### src/rtl/scsi_xfer_seq.sv
// Sequencer for CPU register accesses and byte-wide DMA between the SCSI IC and the longword FIFO.
// Outputs are registered from the next-state decode so they are valid in the cycle a state is entered.
module scsi_xfer_seq #(
  parameter int unsigned LANES      = 4,
  parameter int unsigned STROBE_CYC = 2
) (
  input  logic                       nCLK,
  input  logic                       CRESET_,
  input  logic                       CPUREQ,
  input  logic                       RW,
  input  logic                       AS_,
  input  logic                       DMAEN,
  input  logic                       DMADIR,
  input  logic                       DREQ_,
  input  logic                       FIFOFULL,
  input  logic                       FIFOEMPTY,
  output logic                       SCSI_CS_,
  output logic                       RE,
  output logic                       WE,
  output logic                       DACK,
  output logic                       CPU2S,
  output logic                       S2CPU,
  output logic                       S2F,
  output logic                       F2S,
  output logic                       LBYTE_,
  output logic [$clog2(LANES)-1:0]   BO,
  output logic                       INCNI,
  output logic                       INCNO,
  output logic                       PARTIAL,
  output logic                       LS2CPU,
  output logic                       BUSY
);

  localparam int unsigned BW = $clog2(LANES);
  localparam int unsigned CW = 4;
  localparam logic [CW-1:0] STB_LAST = CW'(STROBE_CYC - 1);
  localparam logic [BW-1:0] BO_LAST  = BW'(LANES - 1);

  typedef enum logic [2:0] {
    IDLE, CPU_STB, CPU_TERM, DMA_STB, DMA_END, DMA_REC, FLUSH
  } state_t;

  state_t        state, state_d;
  logic [CW-1:0] cnt, cnt_d;
  logic          CCPUREQ, CDREQ_, CDMAEN, CAS_;
  logic          rw_q, dir_q, en_q;
  logic          in_idle, bo_nz, bo_clr, dma_go, flush_go, rw_eff;

  logic          cs_n_d, re_d, we_d, dack_d, cpu2s_d, s2cpu_d, s2f_d, f2s_d;
  logic          lbyte_n_d, incni_d, incno_d, partial_d, ls2cpu_d, busy_d;
  logic [BW-1:0] bo_d;

  // Input synchronisers plus direction/enable snapshots that only move while idle
  always_ff @(posedge nCLK or negedge CRESET_) begin
    if (!CRESET_) begin
      CCPUREQ <= 1'b0;
      CDREQ_  <= 1'b1;
      CDMAEN  <= 1'b0;
      CAS_    <= 1'b1;
      rw_q    <= 1'b0;
      dir_q   <= 1'b0;
      en_q    <= 1'b0;
    end else begin
      CCPUREQ <= CPUREQ;
      CDREQ_  <= DREQ_;
      CDMAEN  <= DMAEN;
      CAS_    <= AS_;
      if (in_idle) begin
        rw_q  <= RW;
        dir_q <= DMADIR;
        en_q  <= CDMAEN;
      end
    end
  end

  assign in_idle  = (state == IDLE);
  assign bo_nz    = (BO != '0);
  assign rw_eff   = in_idle ? RW : rw_q;
  // A new enable or a direction flip restarts the word; no byte starts on that cycle
  assign bo_clr   = in_idle & ((CDMAEN & ~en_q) | (DMADIR != dir_q));
  assign dma_go   = CDMAEN & ~CDREQ_ & ~bo_clr &
                    (bo_nz | (dir_q ? ~FIFOEMPTY : ~FIFOFULL));
  assign flush_go = ~CDMAEN & ~dir_q & bo_nz & ~bo_clr;

  // State register
  always_ff @(posedge nCLK or negedge CRESET_) begin
    if (!CRESET_) begin
      state <= IDLE;
      cnt   <= '0;
    end else begin
      state <= state_d;
      cnt   <= cnt_d;
    end
  end

  // Next-state and strobe-counter logic
  always_comb begin
    state_d = state;
    case (state)
      IDLE: begin
        if (CCPUREQ)       state_d = CPU_STB;
        else if (dma_go)   state_d = DMA_STB;
        else if (flush_go) state_d = FLUSH;
      end
      CPU_STB:  if (cnt == STB_LAST) state_d = CPU_TERM;
      CPU_TERM: if (CAS_) state_d = IDLE;
      DMA_STB:  if (cnt == STB_LAST) state_d = DMA_END;
      DMA_END:  state_d = DMA_REC;
      DMA_REC:  state_d = IDLE;
      FLUSH:    state_d = IDLE;
      default:  state_d = IDLE;
    endcase
    cnt_d = '0;
    if ((state_d == state) && ((state == CPU_STB) || (state == DMA_STB)))
      cnt_d = cnt + CW'(1);
  end

  // Output decode from the next state
  always_comb begin
    cs_n_d    = 1'b1;
    re_d      = 1'b0;
    we_d      = 1'b0;
    dack_d    = 1'b0;
    cpu2s_d   = 1'b0;
    s2cpu_d   = 1'b0;
    s2f_d     = 1'b0;
    f2s_d     = 1'b0;
    lbyte_n_d = 1'b1;
    incni_d   = 1'b0;
    incno_d   = 1'b0;
    partial_d = 1'b0;
    ls2cpu_d  = 1'b0;
    busy_d    = (state_d != IDLE);
    bo_d      = bo_clr ? '0 : BO;
    case (state_d)
      CPU_STB: begin
        cs_n_d  = 1'b0;
        re_d    = rw_eff;
        we_d    = ~rw_eff;
        s2cpu_d = rw_eff;
        cpu2s_d = ~rw_eff;
      end
      CPU_TERM: ls2cpu_d = 1'b1;
      DMA_STB: begin
        dack_d = 1'b1;
        if (!dir_q) begin
          re_d      = 1'b1;
          s2f_d     = 1'b1;
          lbyte_n_d = (cnt_d != STB_LAST);
        end else begin
          we_d  = 1'b1;
          f2s_d = 1'b1;
        end
      end
      DMA_END: begin
        bo_d    = BO + BW'(1);
        incni_d = ~dir_q & (BO == BO_LAST);
        incno_d = dir_q & (BO == BO_LAST);
      end
      FLUSH: begin
        incni_d   = 1'b1;
        partial_d = 1'b1;
        bo_d      = '0;
      end
      default: ;
    endcase
  end

  // Output registers
  always_ff @(posedge nCLK or negedge CRESET_) begin
    if (!CRESET_) begin
      SCSI_CS_ <= 1'b1;
      RE       <= 1'b0;
      WE       <= 1'b0;
      DACK     <= 1'b0;
      CPU2S    <= 1'b0;
      S2CPU    <= 1'b0;
      S2F      <= 1'b0;
      F2S      <= 1'b0;
      LBYTE_   <= 1'b1;
      BO       <= '0;
      INCNI    <= 1'b0;
      INCNO    <= 1'b0;
      PARTIAL  <= 1'b0;
      LS2CPU   <= 1'b0;
      BUSY     <= 1'b0;
    end else begin
      SCSI_CS_ <= cs_n_d;
      RE       <= re_d;
      WE       <= we_d;
      DACK     <= dack_d;
      CPU2S    <= cpu2s_d;
      S2CPU    <= s2cpu_d;
      S2F      <= s2f_d;
      F2S      <= f2s_d;
      LBYTE_   <= lbyte_n_d;
      BO       <= bo_d;
      INCNI    <= incni_d;
      INCNO    <= incno_d;
      PARTIAL  <= partial_d;
      LS2CPU   <= ls2cpu_d;
      BUSY     <= busy_d;
    end
  end

endmodule

### config.mk
export PLATFORM = sky130hd
export DESIGN_NAME = scsi_xfer_seq
export DESIGN_NICKNAME = d
export VERILOG_FILES = /design/src/rtl/scsi_xfer_seq.sv
export SDC_FILE = /design/constraint.sdc
export NUM_CORES = 1
export LEC_CHECK = 0
export ABC_CLOCK_PERIOD_IN_PS = 1940
export CAP_MARGIN = 20
export CORE_MARGIN = 3
export CORE_UTILIZATION = 44
export CTS_CLUSTER_SIZE = 10
export DETAILED_ROUTE_END_ITERATION = 8
export HOLD_SLACK_MARGIN = 0.15
export PLACE_DENSITY = 0.73
export SKIP_CTS_REPAIR_TIMING = 1
export SYNTH_ARGS = -nofsm -noshare
export SYNTH_HDL_FRONTEND = slang
export SYNTH_SLANG_ARGS = --single-unit
### constraint.sdc
create_clock -name nCLK -period 1.94 [get_ports nCLK]
set_input_delay 0.194 -clock nCLK [delete_from_list [all_inputs] [get_ports nCLK]]
set_output_delay 0.194 -clock nCLK [all_outputs]
set_load 0.02 [all_outputs]
==> qor.yml, run 1 <==
clk_pin_slew_ps: 100
synthAdderAreaFrac_pct: 3.96
htreeDepth: 2
worstMarginPinSlew_ps: 357
fin_crit_ps: 1950
ir_drop_uv: 1300
cp-end-kind: "register"
synth_edf_count: 0
top_usage_layer: "met2"
final_nets: 164
cap_viol_max_count: 0
synth_commonest_cells: "26 x dfrtp_1, 10 x nor2_1, 7 x nand2_1"
synthArstFlopShare_pct: 100
syn_nets: 118
synth-warning-count: 0
synth_top_family_by_area: "simple AND/OR/NAND/NOR gates"
design.core.area_sq_mm: 0.00259
grt_pass1_wl_microns: 4470
wl_microns: 2680
die-area_sq_mm: 0.00355
overflow: 0
slew_viol_final: 0
final_cell_area_sq_mm: 0.00178
critPathMaxFanout: 4
insertion_delay_ps: 330
violations: "negative setup slack"
final_util_pct: 68.8
clock_path_buffers: 2
ys_ff_latch: 30
synth_xor_area_share_pct: 2.08
placed_cell_area_sq_mm: 0.00165
antenna_found_initial: 0
fin_crit_sh_pct: 101
startpoint_type: "register"
worstPathArrival_ps: 2170
grt.met3_usage_pct: 6.75
num-fill-cells: 183
use_met2_pct: 28.4
grt_max_degree: 31
numPortBuffers: 25
top_register: "cnt"
netlist_instances: 104
largest_register_ffs: 4
comb_power_share_pct: 48.9
num_io_pins: 26
top_regs: "cnt: 4 flops, state: 3 flops, BO: 2 flops"
hold_path_class: "in2async"
internal-power_mw: 1.77
synth_area_sq_mm: 0.00126
die_h_microns: 59.6
netlist.top_cell.by_area: "dfrtp_1"
grt_pass1_vias: 988
syn_to_final_growth_pct: 41.2
switchingPower_mw: 0.988
synth_flop_cell: "dfrtp_1"
routed-via-count: 944
seqPwrFrac_pct: 33.7
yosys.cell_types.count: 39
power.total_mw: 2.76
start_util_pct: 48.7
synth_area_per_cell_sq_um: 12.1
post_drt_wl_per_cell_microns: 14.8
diodes: 0
setup_viol: 1
clock_skew_ps: 9.52
postRouteAntennaNets: 0
cts_num_sinks: 30
max_freq_mhz: 513
grt_usage_pct: 17.4
synth_compound_area_share_pct: 10.3
fp-row-count: 18
sw_frac_of_total_pct: 35.8
dp_hpwl_microns: 1950
muxShareOfSynthArea_pct: 3.87
fin_ws_ps: -10.8
hold-worst-slack_ps: 236
critPathKind: "reg2reg"
drtIter0Drc: 27
p_per_area_mw_per_mm2: 1550
drc: 0
die_x_microns: 59.6
slew_headroom_pct: 76.2
vias_per_cell: 5.22
synth-seq-area-share_pct: 59.9
layout-drive-gt1-share_pct: 30.5
numCtsBuffers: 5
status: "complete, but fails checks"
cts_tree: "built"
synth-simple-area-share_pct: 17.8
yosysMostFrequentCell: "dfrtp_1"
cts_root_buffer: "clkbuf_4"
power.leakage_nw: 0.799
crit_required_ps: 2160
yosysTopAreaCellShare_pct: 51.5
routabilityCongestion: 0.845
clkPwrFrac_pct: 17.4
use_met1_pct: 21.0
hold_violations: 0
ys_top_cells_by_area: "dfrtp_1 52%, dfstp_2 8.3%, ha_1 4.0%, nor2_1 3.0%, mux2_2 2.7%"
rsz0062_at_grt: "yes"
first_pass_iters: 4
[layer usage]
metal  share of wire [%]  wire, microns
met1                  42           1130
met2                  50           1340
met3                 6.0            162
met4                 1.6             43
met5                   0              0
[worst max-delay path, cell delays in order (launching register included)]
cell,delay [ps]
dfrtp_1,400
inv_1,60
ha_2,180
or3b_4,400
nand3_2,90
a31o_1,170
and2_4,180
inv_4,40
or3_4,310
[final timing paths]
check,endpoint,slack (ps),from,cells past startpoint
worst max-delay path,BUSY,-10,cnt[1],8
min in group nCLK,CAS_,260,AS_,1
worst min register to register,rw_q,530,rw_q,1
worst min-delay path,S2CPU,240,CRESET_,2
worst max register to register,BUSY,-10,cnt[1],8
max in group asynchronous,CDREQ_,1380,CRESET_,2
[placed cells by master, fill, tap and decap left out, drive strengths merged, types with 3 or more instances in the layout]
| cell type | count |
|---|---|
| dfrtp | 26 |
| clkdlybuf4s50 | 25 |
| buf | 15 |
| nor2 | 10 |
| nand2 | 7 |
| inv | 6 |
| clkbuf | 5 |
| dfstp | 4 |
| o21ai | 4 |
| nand3 | 4 |
| mux2 | 4 |
| ha | 4 |
| a21oi | 3 |
| nor3 | 3 |
| and2 | 3 |
[layout make-up]
cell class                 count  area (sq um)  area share [%]
inverter                       6          25.0            1.40
multi-input combinational     67           523            29.3
timing repair buffer          40           363            20.4
sequential                    30           757            42.5
tap                           30          37.5            2.11
clock inverter                 3          40.0            2.25
clock buffer                   5          37.5            2.11
[power groups by stage]
| stage | sequential [mW] | combinational [mW] | clock (mW) |
|---|---|---|---|
| floorplan | 1.04 | 0.569 | 0 |
| global placement | 0.918 | 1.19 | 0 |
| detailed placement | 0.927 | 1.24 | 0 |
| CTS | 0.917 | 1.24 | 0.492 |
| global route | 0.950 | 1.47 | 0.529 |
| finish | 0.929 | 1.35 | 0.480 |
[per-stage QoR]
step | instances | setup slack, ps | setup TNS, ps
6_report | 181 | -10.8 | -10.8
5_1_grt | 181 | -56.7 | -74.1
4_1_cts | 180 | -58.8 | -64.8
3_5_place_dp | 172 | -97.1 | -124
3_3_place_gp | 172 | 10.6 | 0
2_1_floorplan | 104 | 21.1 | 0
[kinds of logic after synthesis]
logic type	after synthesis
flops	30
xor+xnor	3
buf+inv	7
compound gates	16
mux	4
simple gates	40
fa+ha+maj	4
Power figures use the tool's default switching activity.
==> inputs of run 2 (changes only) <==
--- a/config.mk
+++ b/config.mk
@@ -5,14 +5,13 @@
 export SDC_FILE = /design/constraint.sdc
 export NUM_CORES = 1
 export LEC_CHECK = 0
-export ABC_CLOCK_PERIOD_IN_PS = 1940
 export CAP_MARGIN = 20
 export CORE_MARGIN = 3
-export CORE_UTILIZATION = 44
+export CORE_UTILIZATION = 40
 export CTS_CLUSTER_SIZE = 10
 export DETAILED_ROUTE_END_ITERATION = 8
 export HOLD_SLACK_MARGIN = 0.15
-export PLACE_DENSITY = 0.73
+export PLACE_DENSITY = 0.67
 export SKIP_CTS_REPAIR_TIMING = 1
 export SYNTH_ARGS = -nofsm -noshare
 export SYNTH_HDL_FRONTEND = slang
==> qor.yml, run 2 (same netlist as run 1, synthesis figures left out) <==
cap_viol_max_count: 0  # unchanged
hold-worst-slack_ps: 243  # +7.10 ps
max_freq_mhz: 533  # +4.0%
clock_skew_ps: 7.07  # -2.45 ps
die_h_microns: 62.2  # +4.4%
layout_common_cells: "25 x clkdlybuf4s50_1, 24 x dfrtp_1, 17 x buf_4"
worstPathArrival_ps: 2090  # -80 ps
crit_required_ps: 2150  # about the same
multi_input_area_sq_um: 528  # +0.96%
placed_cell_area_sq_mm: 0.00167  # +1.4%
routabilityCongestion: 0.825  # -2.4%
status: "completed"
dp_hpwl_microns: 1860  # -4.6%
numPortBuffers: 25  # unchanged
slew_headroom_pct: 75.3  # -0.92 points
cpMaxStageDelayCell: "dfrtp_1"
worst-r2r-setup-slack_ps: 60  # +80 ps
post_drt_wl_per_cell_microns: 13.4  # -9.6%
routed-via-count: 961  # +1.8%
clock_path_buffers: 2  # unchanged
slew_viol_final: 0  # unchanged
setup_viol: 0  # -1
drtIter0Drc: 22  # -19%
cts_root_buffer: "clkbuf_4"
top_register: "cnt"
r2r_cells: 7  # -1
start_util_pct: 43.9  # -4.9 points
layout_commonest_cell: "clkdlybuf4s50_1"
fin_crit_ps: 1880  # -75.3 ps
diodes: 0  # unchanged
grt_pass1_vias: 947  # -4.1%
max_stage_delay_ps: 360  # -40 ps
design.core.area_sq_mm: 0.00288  # +11%
grt_usage_pct: 14.0  # -3.4 points
regArea_sq_um: 758  # +0.17%
power.leakage_nw: 0.807  # +1.1%
cts_num_sinks: 30  # unchanged
die_x_microns: 62.2  # +4.4%
crit_cells: 7  # -1
critPathKind: "reg2reg"
pre_cts_ws_ps: -93.1  # +4.01 ps
ir_drop_uv: 774  # -41%
p_per_area_mw_per_mm2: 1500  # -2.9%
grt_max_degree: 31  # unchanged
dpl.cell_count: 185  # +7.6%
overflow: 0  # unchanged
startpoint_type: "register"
postRouteAntennaNets: 0  # unchanged
htreeDepth: 2  # unchanged
fp-row-count: 19  # +1
cp-end-kind: "register"
crit_family: "simple AND/OR/NAND/NOR gates"
worstMarginPinSlew_ps: 371  # +13.8 ps
finalNonFillerCells: 195  # +7.7%
fin_ws_ps: 64.6  # +75.3 ps
rsz0062_at_grt: "yes"
power.total_mw: 2.73  # -0.86%
rr_startpoint: "BO[0]"
numCtsBuffers: 5  # unchanged
hold_path_class: "in2async"
syn_to_final_growth_pct: 44.2
worstReg2RegEnd: "RE"
grt_pass1_wl_microns: 4280  # -4.3%
num_io_pins: 26  # unchanged
layout-drive-gt1-share_pct: 31.4  # +0.91 points
die-area_sq_mm: 0.00387  # +9.0%
worstPathBufferInverterCount: 1  # -1
critPathMaxFanout: 7  # +3
final_nets: 166  # +1.2%
antenna_found_initial: 0  # unchanged
clk_pin_slew_ps: 90  # about the same
hold_violations: 0  # unchanged
cp_cell_sequence: "inv_1 -> ha_1 -> nor4_2 -> nor2b_1 -> a221oi_1 -> a21bo_2 -> and3b_1"
cts_tree: "built"
first_pass_iters: 4  # unchanged
final_cell_area_sq_mm: 0.00182  # +2.1%
wl_microns: 2610  # -2.6%
top_regs: "cnt: 4 flops, state: 3 flops, BO: 2 flops"
largest_register_ffs: 4  # unchanged
fin_crit_sh_pct: 96.7  # -3.9 points
insertion_delay_ps: 320  # about the same
vias_per_cell: 4.93  # -5.5%
num-fill-cells: 230  # +26%
drc: 0  # unchanged
-- run 2: how the worst max path moves through the flow --
| stage | start | end | slack (ps) |
|---|---|---|---|
| 2_1_floorplan | BO[0] | RE | 20 |
| 3_3_place_gp | DMADIR | BUSY | -20 |
| 3_5_place_dp | DMADIR | BUSY | -90 |
| 4_1_cts | cnt[1] | BUSY | -7 |
| 5_1_grt | BO[0] | RE | -50 |
| 6_report | BO[0] | RE | 60 |
-- run 2: per-stage QoR --
| step | TNS [ps] | utilization (%) |
|---|---|---|
| after floorplan | 0 | - |
| after global placement | -28.7 | 58.2 |
| after detailed placement | -262 | 58.2 |
| after CTS | -7.23 | 60.9 |
| after global routing | -98.7 | 63.3 |
| final | 0 | 63.3 |
-- run 2: layout make-up --
type | count | area share, %
Multi-Input combinational cell | 67 | 29.0
Sequential cell | 30 | 41.6
Clock buffer | 8 | 4.33
Timing Repair Buffer | 42 | 20.8
Inverter | 6 | 1.37
Tap cell | 42 | 2.89
-- run 2: per-layer routing --
layer  wire [microns]  vias to the layer above  global-route usage, %
li1                 -                      460                      -
met1             1080                      469                   17.2
met2             1380                       30                   23.3
met3              136                        2                   5.23
met4               14                        0                   3.31
met5                0                        -                      0
-- run 2: power breakdown --
group | switching (mW) | internal (mW)
combinational | 0.628 | 0.702
sequential | 0.132 | 0.816
clock | 0.208 | 0.247
-- run 2: worst reg2reg max path, cell delays in order (launching register included) --
cell and delay (ps):
dfrtp_1 360, inv_1 60, ha_1 220, nor4_2 300
nor2b_1 220, a221oi_1 120, a21bo_2 290, and3b_1 200
